<file path="src/rtl/systolic_pkg.sv">
// Shared definitions for the systolic array feeder.
//   DEFAULT_DATA_W : default element/weight width
//   N              : array dimension (3x3)
//   NUM_WEIGHTS    : number of weight registers (N*N)
//   feeder_state_t : feeder control states
package systolic_pkg;

  localparam int DEFAULT_DATA_W = 16;
  localparam int N              = 3;
  localparam int NUM_WEIGHTS    = N * N;

  typedef enum logic [2:0] {
    IDLE   = 3'd0,
    LOAD_W = 3'd1,
    PULSE  = 3'd2,
    STREAM = 3'd3,
    DRAIN  = 3'd4
  } feeder_state_t;

endpackage

</file>
<file path="src/rtl/skew_delay.sv">
// Fixed-depth delay line carrying a data word plus its valid bit.
// Ports:
//   clk, rst  : clock, synchronous active-high reset
//   in_data   : data entering the line (zero for bubbles)
//   in_valid  : marks in_data as an accepted element
//   out_data  : data delayed by DEPTH cycles
//   out_valid : valid bit delayed by DEPTH cycles
module skew_delay #(
  parameter int DATA_W = 16,
  parameter int DEPTH  = 1
) (
  input  logic              clk,
  input  logic              rst,
  input  logic [DATA_W-1:0] in_data,
  input  logic              in_valid,
  output logic [DATA_W-1:0] out_data,
  output logic              out_valid
);

  logic [DATA_W-1:0] data_pipe [DEPTH];
  logic [DEPTH-1:0]  valid_pipe;

  // Shift data and valid one stage per cycle.
  always_ff @(posedge clk) begin
    if (rst) begin
      for (int i = 0; i < DEPTH; i++) begin
        data_pipe[i] <= '0;
      end
      valid_pipe <= '0;
    end else begin
      data_pipe[0]  <= in_data;
      valid_pipe[0] <= in_valid;
      for (int i = 1; i < DEPTH; i++) begin
        data_pipe[i]  <= data_pipe[i-1];
        valid_pipe[i] <= valid_pipe[i-1];
      end
    end
  end

  assign out_data  = data_pipe[DEPTH-1];
  assign out_valid = valid_pipe[DEPTH-1];

endmodule

</file>
<file path="src/rtl/systolic_feeder.sv">
// Feeder for a 3x3 systolic array: collects nine weights and pulses them
// into the array, then streams input vectors with a diagonal skew
// (row 1 immediately, row 2 one cycle later, row 3 two cycles later).
// Ports:
//   clk, rst                     : clock, synchronous active-high reset
//   w_valid/w_ready/w_data       : weight beats, row-major w11..w33
//   vec_valid/vec_ready          : input vector handshake
//   vec_0..vec_2, vec_last       : vector elements and end-of-stream mark
//   weight_11..weight_33         : registered weights to the array
//   load_weights                 : one-cycle weight-latch pulse
//   input_11/input_21/input_31   : skewed row inputs
//   start                        : high while any skew stage holds data
//   feed_done                    : one-cycle end-of-stream pulse
module systolic_feeder
  import systolic_pkg::*;
#(
  parameter int DATA_W = DEFAULT_DATA_W
) (
  input  logic              clk,
  input  logic              rst,
  input  logic              w_valid,
  output logic              w_ready,
  input  logic [DATA_W-1:0] w_data,
  input  logic              vec_valid,
  output logic              vec_ready,
  input  logic [DATA_W-1:0] vec_0,
  input  logic [DATA_W-1:0] vec_1,
  input  logic [DATA_W-1:0] vec_2,
  input  logic              vec_last,
  output logic [DATA_W-1:0] weight_11,
  output logic [DATA_W-1:0] weight_12,
  output logic [DATA_W-1:0] weight_13,
  output logic [DATA_W-1:0] weight_21,
  output logic [DATA_W-1:0] weight_22,
  output logic [DATA_W-1:0] weight_23,
  output logic [DATA_W-1:0] weight_31,
  output logic [DATA_W-1:0] weight_32,
  output logic [DATA_W-1:0] weight_33,
  output logic              load_weights,
  output logic [DATA_W-1:0] input_11,
  output logic [DATA_W-1:0] input_21,
  output logic [DATA_W-1:0] input_31,
  output logic              start,
  output logic              feed_done
);

  feeder_state_t     state;
  logic              wt_loaded;
  logic [3:0]        beat_cnt;
  logic              drain_cnt;
  logic [DATA_W-1:0] weights [NUM_WEIGHTS];
  logic [2:0]        last_pipe;

  logic              w_accept;
  logic              vec_accept;
  logic [DATA_W-1:0] row1_in;
  logic [DATA_W-1:0] row2_in;
  logic [DATA_W-1:0] d1_data;
  logic [DATA_W-1:0] d2_data;
  logic              d1_valid;
  logic              d2_valid;

  // Weights win over vectors when both are offered in IDLE.
  assign w_ready    = (state == IDLE) || (state == LOAD_W);
  assign vec_ready  = (state == STREAM) ||
                      ((state == IDLE) && wt_loaded && !w_valid);
  assign w_accept   = w_valid && w_ready;
  assign vec_accept = vec_valid && vec_ready;

  // Bubbles enter the skew as zeros so alignment is preserved.
  assign row1_in = vec_accept ? vec_1 : '0;
  assign row2_in = vec_accept ? vec_2 : '0;

  skew_delay #(.DATA_W(DATA_W), .DEPTH(1)) u_skew_row2 (
    .clk       (clk),
    .rst       (rst),
    .in_data   (row1_in),
    .in_valid  (vec_accept),
    .out_data  (d1_data),
    .out_valid (d1_valid)
  );

  skew_delay #(.DATA_W(DATA_W), .DEPTH(2)) u_skew_row3 (
    .clk       (clk),
    .rst       (rst),
    .in_data   (row2_in),
    .in_valid  (vec_accept),
    .out_data  (d2_data),
    .out_valid (d2_valid)
  );

  // Control FSM: weight collection, latch pulse, streaming and drain.
  always_ff @(posedge clk) begin
    if (rst) begin
      state        <= IDLE;
      wt_loaded    <= 1'b0;
      beat_cnt     <= 4'd0;
      drain_cnt    <= 1'b0;
      load_weights <= 1'b0;
      for (int i = 0; i < NUM_WEIGHTS; i++) begin
        weights[i] <= '0;
      end
    end else begin
      load_weights <= 1'b0;
      case (state)
        IDLE: begin
          if (w_accept) begin
            weights[0] <= w_data;
            beat_cnt   <= 4'd1;
            wt_loaded  <= 1'b0;
            state      <= LOAD_W;
          end else if (vec_accept) begin
            drain_cnt <= 1'b0;
            state     <= vec_last ? DRAIN : STREAM;
          end else begin
            state <= IDLE;
          end
        end
        LOAD_W: begin
          if (w_accept) begin
            weights[beat_cnt] <= w_data;
            if (beat_cnt == 4'd8) begin
              beat_cnt     <= 4'd0;
              load_weights <= 1'b1;
              state        <= PULSE;
            end else begin
              beat_cnt <= beat_cnt + 4'd1;
            end
          end else begin
            state <= LOAD_W;
          end
        end
        PULSE: begin
          wt_loaded <= 1'b1;
          state     <= IDLE;
        end
        STREAM: begin
          if (vec_accept && vec_last) begin
            drain_cnt <= 1'b0;
            state     <= DRAIN;
          end else begin
            state <= STREAM;
          end
        end
        DRAIN: begin
          if (drain_cnt) begin
            state <= IDLE;
          end else begin
            drain_cnt <= 1'b1;
          end
        end
        default: begin
          state <= IDLE;
        end
      endcase
    end
  end

  // Skewed row outputs, compute enable and end-of-stream tracking.
  always_ff @(posedge clk) begin
    if (rst) begin
      input_11  <= '0;
      input_21  <= '0;
      input_31  <= '0;
      start     <= 1'b0;
      last_pipe <= 3'd0;
      feed_done <= 1'b0;
    end else begin
      input_11  <= vec_accept ? vec_0 : '0;
      input_21  <= d1_data;
      input_31  <= d2_data;
      start     <= vec_accept || d1_valid || d2_valid;
      // Last marker trails vec_2 by one stage so feed_done follows input_31.
      last_pipe <= {last_pipe[1:0], vec_accept && vec_last};
      feed_done <= last_pipe[2];
    end
  end

  assign weight_11 = weights[0];
  assign weight_12 = weights[1];
  assign weight_13 = weights[2];
  assign weight_21 = weights[3];
  assign weight_22 = weights[4];
  assign weight_23 = weights[5];
  assign weight_31 = weights[6];
  assign weight_32 = weights[7];
  assign weight_33 = weights[8];

endmodule

</file>
<file path="config.mk">
export PLATFORM = sky130hd
export DESIGN_NAME = systolic_feeder
export DESIGN_NICKNAME = d
export VERILOG_FILES = /design/src/rtl/systolic_pkg.sv /design/src/rtl/skew_delay.sv /design/src/rtl/systolic_feeder.sv
export SDC_FILE = /design/constraint.sdc
export NUM_CORES = 1
export LEC_CHECK = 0
export ABC_CLOCK_PERIOD_IN_PS = 5940
export CORE_ASPECT_RATIO = 0.6
export CORE_UTILIZATION = 40
export DETAILED_ROUTE_END_ITERATION = 16
export GPL_ROUTABILITY_DRIVEN = 0
export GPL_TIMING_DRIVEN = 0
export PLACE_DENSITY_LB_ADDON = 0.3
export SYNTH_ARGS = -nofsm -noshare
export SYNTH_HDL_FRONTEND = slang
export SYNTH_SLANG_ARGS = --single-unit
export TNS_END_PERCENT = 50
</file>
<file path="constraint.sdc">
create_clock -name clk -period 5.94 [get_ports clk]
set_clock_uncertainty 0.2 [all_clocks]
set_input_delay 0.594 -clock clk [delete_from_list [all_inputs] [get_ports clk]]
set_output_delay 0.594 -clock clk [all_outputs]
set_load 0.1 [all_outputs]
</file>
; ---- After elaboration in Yosys (flattened, before gate mapping)
; Memories as Yosys holds them, arrays and structs flattened. A register that Yosys moved wholly into a read port is not among the register bits.
; Index checks and enable logic that the tools add are counted.
[op_classes]
n_addsub = 1
n_eq_ne = 12
mux = 39
bitwise_logic = 6
n_reduce_logical = 22
[ops]
columns = op, count
row1 = 16-bit two-way mux, 7
row2 = 16-bit OR reduction, 2
row3 = 3-bit two-way mux, 7
row4 = 1-bit two-way mux, 17
row5 = 4-bit two-way mux, 4
row6 = 3-bit case mux with 4 select lines, 1
row7 = "2-bit != test, second input constant", 4
row8 = 4-bit case mux with 2 select lines, 1
row9 = "3-bit by 2-bit == test with 1-bit output, second input constant", 2
row10 = 1-bit logical AND, 5
row11 = "4-bit by 1-bit adder with 4-bit output, second input constant", 1
row12 = "4-bit == test, second input constant", 1
row13 = 1-bit logical OR, 4
row14 = "2-bit by 1-bit != test with 1-bit output, second input constant", 2
row15 = 2-bit AND reduction, 2
row16 = 4-bit AND reduction, 1
row17 = 2-bit nonzero test, 2
row18 = "3-bit by 1-bit == test with 1-bit output, second input constant", 1
row19 = "3-bit == test, second input constant", 1
row20 = 3-bit zero test, 1
row21 = "3-bit by 2-bit != test with 1-bit output, second input constant", 1
row22 = 1-bit NOT, 3
row23 = 1-bit bitwise OR, 3
row24 = 1-bit case mux with 3 select lines, 1
row25 = 6 further kinds, 6
[word_totals]
register_bits = 34
ram_bits = 192
elab_cells = 94
n_memories = 3
[mem_list]
columns = memory, words, width, read_ports, rd_clocked_by_memory_dff, write_ports, line
row1 = weights, 9, 16, 9, 0, 9, systolic_feeder.sv:51  ; logic [DATA_W-1:0] weights [NUM_WEIGHTS];
row2 = u_skew_row3.data_pipe, 2, 16, 2, 1, 2, skew_delay.sv:20  ; logic [DATA_W-1:0] data_pipe [DEPTH];
row3 = u_skew_row2.data_pipe, 1, 16, 1, 1, 1, skew_delay.sv:20

; ---- Longest topological paths before layout
[logic_depth]
ltp_word = 9
mapped_depth = 6

; ---- Cells and area by module
; From an unflattened synthesis, not the netlist that was laid out.
[hier_totals]
hier_cells = 665
hier_area_um2 = 9281.4
[by_module_without_submodules]
columns = mod, instances, cells_each, area_per_inst_um2
row1 = systolic_feeder, 1, 543, 7748.7
row2 = skew_delay at u_skew_row3, 1, 87, 1057.3
row3 = skew_delay at u_skew_row2, 1, 35, 475.5

; ---- Worst setup path after synthesis
; Ideal clock, no wire load.
[synth_path]
path_type = input -> output
startpoint = in w_valid
endpoint = out vec_ready
t_arrival_ns = 2.765
slack_ns = 2.381
cell_stages = 3
path_buffers = 1
cell_sequence = clkbuf_1 > or4b_4 > a21oi_1
[synth_between]
elab_chain_len = 3
[synth_lines]
columns = item, line
row1 = start: declaration, systolic_feeder.sv:21  ; input logic w_valid,
row2 = 1-bit zero test, systolic_feeder.sv:66  ; ((state == IDLE) && wt_loaded && !w_valid);
row3 = 1-bit logical AND, systolic_feeder.sv:66
row4 = 1-bit logical OR, systolic_feeder.sv:65  ; assign vec_ready = (state == STREAM) ||
row5 = end: declaration, systolic_feeder.sv:25  ; output logic vec_ready,
; Every way passes these cells.

; ---- Worst setup path after layout
[layout_path]
startpoint = reg state[1]
endpoint = out vec_ready
[layout_between]
elab_chain_len = 4
word_cells_on_any_way = 5
cone_classes = eq/ne: 1 / reduce/logical: 4
[layout_lines]
columns = item, line
row1 = start: declaration, systolic_feeder.sv:47  ; feeder_state_t state;
row2 = start signal: assignment, systolic_feeder.sv:114  ; state <= vec_last ? DRAIN : STREAM;
row3 = 3-bit zero test, systolic_feeder.sv:66
row4 = 1-bit logical AND (2 in series), systolic_feeder.sv:66
row5 = 1-bit logical OR (*), systolic_feeder.sv:65
; Mark *: on every way between the ends. The rest lies on a longest branch, timed or not.

==> Implementation_results.wiki <==
{| class="wikitable"
! Metric !! Value
|-
| Post-Syn Instances || 641
|-
| Synthesized Nets || 712
|-
| Vias in the first global route || 5578
|-
| Dominant synthesized flop cell || sky130_fd_sc_hd__edfxtp_1
|-
| Hold Path Depth || 1
|-
| Buf/Inv on CP || 2
|-
| Wire length of the first global-routing pass || between 30 and 40 mm
|-
| Synthesized area || between 9000 and 10000 um^2
|-
| Worst Hold Endpoint || u_skew_row3.data_pipe[1][0]$_SDFF_PP0_
|-
| Std-Cell Rows || 42
|-
| Number of iterations in the first detailed-routing pass || 4
|-
| Final Max Slew Viols || 0
|-
| Leading cell type in the layout, fill and taps excluded || sky130_fd_sc_hd__clkdlybuf4s50_1
|-
| Setup_tns || 0 ns
|-
| Hold WC Path Type || register to register
|-
| Source of the worst hold timing path || u_skew_row3.data_pipe[0][0]$_SDFF_PP0_
|-
| Area enclosed by the die boundary || 23400 um^2
|-
| Sequential element share of the synthesized area || 72.4%
|-
| Starting utilization of the core area || 41.0%
|-
| Chain of cells forming the critical path || buf_2, or4b_4, a21oi_1, clkdlybuf4s50_1
|-
| Slew at the pin closest to its max-slew limit || between 1 and 1.5 ns
|-
| Largest net degree at the start of global routing || 17
|-
| # resized after CTS || 0
|-
| Leak || 0.00478 uW
|-
| Width of the die || 197 um
|-
| Worst Setup End Kind || output pin
|-
| Number of distinct library cell variants in the gate-level netlist after synthesis || 48
|-
| Via density per instance || between 4 and 5
|-
| Maximum level of the CTS H-tree || 1
|-
| Bufs on Longest Clock Path || 3
|-
| MaxCap Viol Count || 0
|-
| FFs w/ async S/R, synth || 0%
|-
| Startpoint-to-endpoint class of the critical path || register to output pin
|-
| Chip height || 119 um
|-
| Clock Sinks || 257
|-
| Kind of cell with the highest combined delay on the critical path || buffers and inverters
|-
| Worst endpoint data arrival time || 2.90 ns
|-
| Main area contributors after synthesis || sky130_fd_sc_hd__edfxtp_1 (48%), sky130_fd_sc_hd__dfxtp_1 (25%), sky130_fd_sc_hd__and2_1 (10%)
|-
| CP max stage delay || about 1.2 ns
|-
| Routed WL per cell || 17.9 um
|-
| Required @ worst endpoint || 5.15 ns
|-
| Final critical-path share of the clock period || around 62%
|-
| Number of endpoints failing setup at the final stage || 0
|-
| Slack of the worst reg-to-reg path || 3.13 ns
|-
| Total CTS buffers || 25
|-
| Worst hold slack || around 0.23 ns
|-
| Antenna violation net count after detailed routing || 0
|-
| Total number of vias || just under 6000
|-
| Worst reg2reg endpoint || weights[6][7]$_SDFFCE_PN0P_
|-
| Buffer count from post-CTS setup fixing || 0
|-
| Final nets || roughly 1000
|-
| Flop and latch count out of synthesis || 257
|-
| Layout Area Growth over Synthesis || 43.4%
|-
| Cell type with the largest total area after synthesis || sky130_fd_sc_hd__edfxtp_1
|-
| Commonest cells after routing, fill and taps aside || sky130_fd_sc_hd__clkdlybuf4s50_1 (263), sky130_fd_sc_hd__and2_1 (145), sky130_fd_sc_hd__edfxtp_1 (144), sky130_fd_sc_hd__dfxtp_1 (113), sky130_fd_sc_hd__nor2b_1 (55)
|-
| Power after layout || roughly 4200 uW
|-
| Hold violation count in the final report || 0
|-
| Master of the slowest instance on the critical path || sky130_fd_sc_hd__clkdlybuf4s50_1
|-
| IR drop worst, VDD || between 0.2 and 0.3 mV
|-
| Ys Warns || 0
|-
| Total global routing track utilization || 19.2%
|-
| Iteration-0 DRC Markers || 391
|-
| Status || complete, no violations
|-
| Routed Wire Length || 22.5 mm
|-
| Core Region || 22200 um^2
|-
| Number of cells on the worst reg-to-reg path || 6
|-
| Peak fanout along the critical path || 10
|-
| Tmin final || 3.69 ns
|-
| Clock root buffer master || sky130_fd_sc_hd__clkbuf_16
|-
| Clock insertion delay at the later pin of the skew report || 0.52 ns
|-
| Initial antenna violation count || 0
|-
| Share of the synthesized area in the top cell type || 47.5%
|-
| Post-Syn Area per Cell || 14.2 um^2
|-
| Startpoint type of the worst setup path || register
|-
| Number of buffers added on ports || 263
|-
| Critical Path Stages || 4
|-
| Share of final-layout standard cells stronger than drive strength 1 || 11.1%
|-
| Worst setup timing slack at the placement stage || 2.38 ns
|-
| Final setup slack of the worst path || 2.25 ns
|-
| Unrepaired setup endpoints after global routing || false
|-
| Number of diodes || 0
|-
| Residual DRC || 0
|-
| Clock-pin slew on the worst setup and hold paths || 0.06 ns
|-
| Launch instance of the worst register-to-register path || state[2]$_SDFFE_PP0P_
|-
| Power density over cell area || 319 nW/um^2
|-
| Half-perimeter wire length of the detailed placement result || 16.8 mm
|-
| Number of buffers inserted by hold repair at cts || 0
|-
| Number of primary I/O pins || 266
|-
| TritonCTS clock tree || yes
|-
| Max Clock Freq || roughly 270 MHz
|-
| Number of flops mapped to enable cells by yosys || 144
|-
| Overflow after GRT || 0
|-
| Normalized max-slew margin || 28.6%
|-
| Core occupancy in the finished layout || 58.9%
|}
-- synthesized netlist by cell type (all sizes together), types with 2 or more instances --
cell type and number:
and2 145, edfxtp 144, dfxtp 113, nor2b 55, nor3 34, clkbuf 27
inv 21, nor4 21, buf 12, nor2 8, nand2 7, a21oi 6
or2 6, nand2b 5, nand3 4, nand3b 4, or3b 4, a211oi 2
ha 2, o21ai 2, o32ai 2
-- layout make-up --
| type | count | area, um^2 |
|---|---|---|
| sequential | 257 | 6590 |
| inverter | 21 | 78.8 |
| clock buffer | 35 | 778 |
| timing repair buffer | 266 | 2670 |
| buffer | 39 | 196 |
| tap | 308 | 385 |
| fill | 1801 | 9120 |
| clock inverter | 11 | 116 |
| multi-input combinational | 324 | 2250 |
-- through the flow --
step	instance area (um^2)	instances
global placement	12100	1212
CTS	13100	1261
detailed placement	12200	1215
floorplan	9100	641
global route	13100	1261
finish	13100	1261
-- how the worst max path moves through the flow --
stage	from	to	slack, ns
floorplan	w_valid	vec_ready	2.38
global placement	w_valid	weights[4][14]$_SDFFCE_PN0P_	1.65
detailed placement	w_valid	vec_ready	2.38
CTS	state[1]$_SDFFE_PP0P_	vec_ready	2.20
global route	state[1]$_SDFFE_PP0P_	vec_ready	2.12
finish	state[1]$_SDFFE_PP0P_	vec_ready	2.25
-- registers in the layout, indices dropped and copies added (netlist names) --
signal and cells:
beat_cnt 4, drain_cnt 1, feed_done 1, input_11 16, input_21 16, input_31 16, last_pipe 3, load_weights 1
start 1, state 3, u_skew_row2.data_pipe 16, u_skew_row3.data_pipe 32, u_skew_row3.valid_pipe 2, weights 144, wt_loaded 1
-- layer usage --
layer	up-vias	global-route usage [%]	share of wire (%)
met1	2810	29.8	48
met5	-	0	0
met4	0	3.34	1.3
met2	178	27.1	43
met3	27	4.96	7.7
li1	2774	-	-
-- kinds of logic (layout without fill, tap and decap cells) --
logic type / count (synthesis) / count (layout) / synth area share (%)
xor gates and xnor gates: 1 / 1 / 0.0962
DFF: 257 / 257 / 72.4
AOI/OAI and AO/OA: 23 / 23 / 1.95
adders and majority gates: 2 / 2 / 0.275
buffers and inverters: 60 / 372 / 3.02
and+or+nand+nor: 298 / 298 / 22.3
-- worst register-to-register path, cell delays in order (launching register included) --
cell	delay (ns)
sky130_fd_sc_hd__dfxtp_1	0.33
sky130_fd_sc_hd__or3b_1	0.39
sky130_fd_sc_hd__buf_6	0.16
sky130_fd_sc_hd__or4_1	0.47
sky130_fd_sc_hd__buf_6	0.17
sky130_fd_sc_hd__o21ai_1	0.57
sky130_fd_sc_hd__buf_6	0.24
-- power breakdown --
group          leakage (uW)  internal (uW)  switching [uW]
Combinational       0.00194            131             427
Clock              0.000439           1010             669
Sequential          0.00240           1920            15.3
(Power assumes the default switching activity.)
